--- src/rtl/dispatch_arbiter.sv ---
// Dispatches one instruction per cycle into NUM_CORES per-core FIFOs, round-robin
// unless force-steered or serialised behind a register hazard on a single core.
module dispatch_arbiter #(
  parameter int NUM_CORES = 2,
  parameter int DEPTH     = 8,
  parameter int DATA_W    = 32
) (
  input  logic                                   clk,
  input  logic                                   resetn,
  input  logic [DATA_W-1:0]                      in_instr,
  input  logic                                   in_valid,
  output logic                                   in_ready,
  output logic [NUM_CORES*DATA_W-1:0]            out_instr,
  output logic [NUM_CORES-1:0]                   out_valid,
  input  logic [NUM_CORES-1:0]                   out_ready,
  output logic [NUM_CORES*($clog2(DEPTH)+1)-1:0] fifo_count,
  output logic [$clog2(NUM_CORES)-1:0]           disp_core,
  output logic [15:0]                            hazard_stall_cnt
);
  localparam int CID_W = $clog2(NUM_CORES);
  localparam int PW    = $clog2(DEPTH);
  localparam int CW    = PW + 1;

  logic [DATA_W-1:0] mem    [NUM_CORES][DEPTH];
  logic [PW-1:0]     rd_ptr [NUM_CORES];
  logic [PW-1:0]     wr_ptr [NUM_CORES];
  logic [CW-1:0]     count  [NUM_CORES];
  logic [CID_W-1:0]  rr_ptr;

  logic [NUM_CORES-1:0] hz;
  logic [NUM_CORES-1:0] push_v;
  logic [NUM_CORES-1:0] pop_v;
  logic [CID_W:0]       hz_cnt;
  logic [CID_W-1:0]     hz_idx;
  logic [CID_W-1:0]     target;
  logic                 stall;
  logic                 accept;
  logic [11:0]          in_keys;
  logic                 unused_in;

  // Returns {src_key, dst_key}, each {bank bit, 5-bit register}.
  function automatic logic [11:0] reg_keys(input logic [23:0] v);
    logic [5:0] s;
    logic [5:0] d;
    s = {v[23], v[10] ? v[9:5]   : v[4:0]};
    d = {v[22], v[21] ? v[20:16] : v[15:11]};
    return {s, d};
  endfunction

  function automatic logic [15:0] sat_inc16(input logic [15:0] v);
    return (v == 16'hFFFF) ? v : v + 16'd1;
  endfunction

  assign unused_in = ^in_instr;
  assign in_keys   = reg_keys(in_instr[23:0]);

  always_comb begin
    logic [PW-1:0] off;
    logic [11:0]   ek;
    off = '0;
    ek  = '0;
    hz  = '0;
    for (int c = 0; c < NUM_CORES; c++) begin
      for (int i = 0; i < DEPTH; i++) begin
        off = PW'(i) - rd_ptr[c];
        ek  = reg_keys(mem[c][i][23:0]);
        // An entry popping this cycle is still occupied and still counts.
        if (({1'b0, off} < count[c]) &&
            ((ek[5:0] == in_keys[11:6]) || (ek[11:6] == in_keys[5:0]) ||
             (ek[5:0] == in_keys[5:0])))
          hz[c] = 1'b1;
      end
    end
    if (in_instr[23] & in_instr[22])
      hz = '0;
  end

  always_comb begin
    hz_cnt = '0;
    hz_idx = '0;
    for (int c = 0; c < NUM_CORES; c++) begin
      hz_cnt = hz_cnt + (CID_W+1)'(hz[c]);
      if (hz[c])
        hz_idx = CID_W'(c);
    end
    stall  = 1'b0;
    target = rr_ptr;
    if (in_instr[27])
      target = in_instr[26 -: CID_W];
    else if (hz_cnt == '0)
      target = rr_ptr;
    else if (hz_cnt == (CID_W+1)'(1))
      target = hz_idx;
    else
      stall = 1'b1;
    in_ready = (count[target] != CW'(DEPTH)) && !stall;
  end

  assign accept    = in_valid && in_ready;
  assign disp_core = target;

  always_comb begin
    out_instr  = '0;
    fifo_count = '0;
    for (int c = 0; c < NUM_CORES; c++) begin
      out_valid[c] = (count[c] != '0);
      push_v[c]    = accept && (target == CID_W'(c));
      pop_v[c]     = out_valid[c] && out_ready[c];
      fifo_count[c*CW +: CW] = count[c];
      // Empty slices read as zero so stale storage never leaks out.
      if (out_valid[c])
        out_instr[c*DATA_W +: DATA_W] = mem[c][rd_ptr[c]];
    end
  end

  always_ff @(posedge clk) begin
    if (!resetn) begin
      for (int c = 0; c < NUM_CORES; c++) begin
        rd_ptr[c] <= '0;
        wr_ptr[c] <= '0;
        count[c]  <= '0;
      end
      rr_ptr           <= '0;
      hazard_stall_cnt <= '0;
    end else begin
      for (int c = 0; c < NUM_CORES; c++) begin
        if (push_v[c])
          wr_ptr[c] <= wr_ptr[c] + 1'b1;
        if (pop_v[c])
          rd_ptr[c] <= rd_ptr[c] + 1'b1;
        if (push_v[c] && !pop_v[c])
          count[c] <= count[c] + 1'b1;
        else if (pop_v[c] && !push_v[c])
          count[c] <= count[c] - 1'b1;
      end
      if (accept)
        rr_ptr <= target + 1'b1;
      if (in_valid && stall)
        hazard_stall_cnt <= sat_inc16(hazard_stall_cnt);
    end
  end

  always_ff @(posedge clk) begin
    for (int c = 0; c < NUM_CORES; c++)
      if (push_v[c])
        mem[c][wr_ptr[c]] <= in_instr;
  end

endmodule

--- config.mk ---
export PLATFORM = sky130hd
export DESIGN_NAME = dispatch_arbiter
export DESIGN_NICKNAME = d
export VERILOG_FILES = /design/src/rtl/dispatch_arbiter.sv
export SDC_FILE = /design/constraint.sdc
export NUM_CORES = 1
export LEC_CHECK = 0
export CORE_AREA = 2 2 278 170
export DETAILED_ROUTE_END_ITERATION = 7
export DIE_AREA = 0 0 280 172
export PLACE_DENSITY_LB_ADDON = 0.12
export SYNTH_ARGS = -nofsm -noshare
export SYNTH_HDL_FRONTEND = slang
export SYNTH_SLANG_ARGS = --single-unit
--- constraint.sdc ---
create_clock -name clk -period 13.9 [get_ports clk]
set_clock_uncertainty 0.1 [all_clocks]
set_input_delay 4.17 -clock clk [delete_from_list [all_inputs] [get_ports clk]]
set_output_delay 4.17 -clock clk [all_outputs]
set_load 0.005 [all_outputs]
==> metrics.txt <==
outcome finished clean; Die Ht 172 um; clock sinks 549; worst r2r src rd_ptr[0][5]; CORE AREA roughly 0.046 sq mm; fillers 3073; Initial Util 0.6018; Die Area 0.04816 sq mm; WL per Instance roughly 32 um; TNS Setup 0 ns; Worst-path clk slew 0.06 ns; Critical Path Stages 22; Via-to-Cell Ratio 6.629; Worst setup startpoint in_instr[13]; fin cells around 2600; syn avg cell area 14.88 sq um; Port-buffer cells approximately 130; register area 0.01632 sq mm; CP max stage cell clkdlybuf4s50_1; Tightest Pin Transition between 1 and 1.5 ns; Worst Setup End Kind primary output; max layer used met5; diode count 0; Multi-input gate area around 0.011 sq mm; RSZ-0062 raised after global routing false; Post-Synthesis Cell Area approximately 0.028 sq mm; Met3 Routed Length 11730 um; Post-CTS Hold Fix Bufs 0; final wirelength 83550 um; crit path launch type input port; Yosys cell types ~70; worst skew pair latency approximately 0.61 ns; Pwr Density 171.0 mW/mm^2; timing endpoint of the critical path in_ready; XOR/XNOR Fraction of Synth Area 0.09705; Post-Synth Simple-Gate Area 0.06080; placed cells 2527; Die W 280 um; worst hold path class reg -> reg; async set-reset flop share out of synthesis 0; Hold Violations, Final 0; total I/O pin count 129; gpl congestion 0.9713; htree depth 2; Final Cycle Share 0.9757; Worst slew margin 0.02516; main combinational cell family by area after synthesis multiplexers; Total Routing Usage GR 0.3508; clock buffer count from CTS between 50 and 60; Iteration-0 DRC Markers 2202; TritonRoute pass-1 iters 5; net count reported at finish 2057; YS warnings 0; Syn Nets 1924; Max stage delay on crit path 0.87 ns; area delta synth->final 14.14%; worst path cell trace clkdlybuf4s50_1 -> buf_4 -> mux2_4 -> xnor2_1 -> nor4_1 -> nand3_1 -> o31ai_1 -> a31oi_1 -> a211o_1 -> o311ai_0 -> nor4_1 -> nand2_1 -> nand2_1 -> ha_1 -> nand2b_1 -> a21oi_1 -> o21ai_0 -> a21oi_2 -> or2_1 -> o21ai_1 -> nor2_1 -> clkdlybuf4s50_1; vias in the first global route ~17000; post-DP HPWL 55860 um; synthesized-area fraction occupied by adder cells 0.01755; Compound-Gate Fraction of Synth Area 0.03479; number of synthesized register bits 549; post-CTS setup buffers 0; met2 wire length roughly 35000 um; most common flop cell mapped by yosys edfxtp_1; pin count of the biggest net entering global routing 56; crit-path max FO 20; number of gates resized after cts 0; GRT Residual Overflow 0; R2R setup slack 6.77 ns; final setup vio count 0; global-route wire length before repair 119000 um; critical path buffer and inverter count 3; leakage power 10.60 nW; CP arrival ~9.3 ns; VDD IR max between 0.1 and 0.15 mV; final total power 5.371 mW; Syn Inst Count 1849; share of cells above drive strength 1 0.1589; clk buf depth 3; Post-synth EDFFs approximately 530; CP Class in -> out; Clock Tree Root clkbuf_16; crit-path leading delay family buffers and inverters; Routed Antenna Nets 0; max-cap check violation count 0; sequential-to-total area share from yosys stat 0.5930; CTS tree built; Required @ worst endpoint 9.63 ns; Via Count 17350; mux cell area share after synthesis 0.1725; initial antenna violation count 0; RR Endpoint count[0][3]; Worst R2R Path Depth 29; FP Rows roughly 60; f_max between 70 and 80 MHz; DRT met1 WL 35460 um; DRC Markers 0; minimum clock period around 14 ns; Final Max Slew Viols 0
[power by group]
| part | internal (mW) | switching [mW] |
|---|---|---|
| clock | 0.861 | 0.628 |
| sequential | 1.98 | 0.117 |
| combinational | 0.794 | 0.990 |
[cell usage after synthesis (all sizes together), types with 8 or more instances]
cell type,number,area share
a21oi,96,0.018
a31oi,8,0.0018
buf,68,0.013
clkbuf,48,0.0065
dfxtp,17,0.012
edfxtp,532,0.58
ha,37,0.017
inv,31,0.0042
mux2i,170,0.065
mux4,128,0.10
nand2,151,0.021
nand3,38,0.0071
nand4,23,0.0052
nor2,44,0.0061
nor3,17,0.0037
nor4,37,0.0084
o21ai,16,0.0030
o31ai,8,0.0022
xnor2,217,0.069
xor2,87,0.028
[final cells by class]
class,count,share of cell area
clock buffer,63,0.04307
clock inverter,28,0.01287
inverter,31,0.003705
multi-input combinational,1153,0.3393
sequential,549,0.5196
tap,598,0.02383
timing repair buffer,196,0.05769
[logic make-up (layout without fill, tap and decap cells)]
family | Yosys count | in the layout
compound gates | 158 | 158
xor+xnor | 304 | 304
fa+ha+maj | 38 | 38
buf+inv | 147 | 318
flops | 549 | 549
mux | 303 | 303
simple gates | 350 | 350
[how the worst min path moves through the flow]
stage / depth (start not counted) / endpoint / startpoint
after global routing: 2 / hazard_stall_cnt[15] / hazard_stall_cnt[15]
after detailed placement: 2 / hazard_stall_cnt[15] / hazard_stall_cnt[15]
after CTS: 2 / hazard_stall_cnt[15] / hazard_stall_cnt[15]
final: 2 / hazard_stall_cnt[15] / hazard_stall_cnt[15]
after global placement: 2 / hazard_stall_cnt[15] / hazard_stall_cnt[15]
after floorplan: 1 / rr_ptr / rr_ptr
[registers in the layout, summed over array words and instances, names as in the netlist]
signal            count
count                 8
mem                 512
hazard_stall_cnt     16
wr_ptr                6
rr_ptr                1
rd_ptr                6
[routing by layer]
layer  track usage  vias up
met3        0.1180      107
met1        0.5385     8827
met5       0.01641        -
met2        0.4850     1146
met4       0.07184        2
li1              -     7272
[worst register-to-register path: cells and delay by family (launching register included)]
family	cells	cell delay (ns)
AOI/OAI and AO/OA	7	1.03
and+or+nand+nor	12	2.23
buffers and inverters	4	1.14
adders and majority gates	3	0.85
xor gates and xnor gates	3	0.60
DFF	1	0.91
[per-stage QoR]
step	utilization	worst slack (ns)	hold WS [ns]	area (sq um)
3_5_place_dp	0.6483	0.5030	0.4055	29640
4_1_cts	0.6867	0.4859	0.4140	31390
3_3_place_gp	0.6483	0.5394	0.3937	29640
6_report	0.6869	0.3385	0.4109	31400
5_1_grt	0.6869	0.07158	0.4342	31400
2_1_floorplan	-	2.026	0.3489	27510
[cell usage in the layout (no fill, tap or decap), types with 36 or more instances in the layout]
master / synthesis / layout
a21oi_1: 94 / 94
buf_4: 2 / 66
clkbuf_16: 0 / 52
clkdlybuf4s50_1: 0 / 127
edfxtp_1: 532 / 532
ha_1: 37 / 37
mux2i_1: 162 / 160
mux4_2: 128 / 128
nand2_1: 151 / 151
nand3_1: 37 / 37
nor2_1: 43 / 36
xnor2_1: 216 / 216
xor2_1: 87 / 87
No activity file was read; power rests on OpenSTA's default activity.
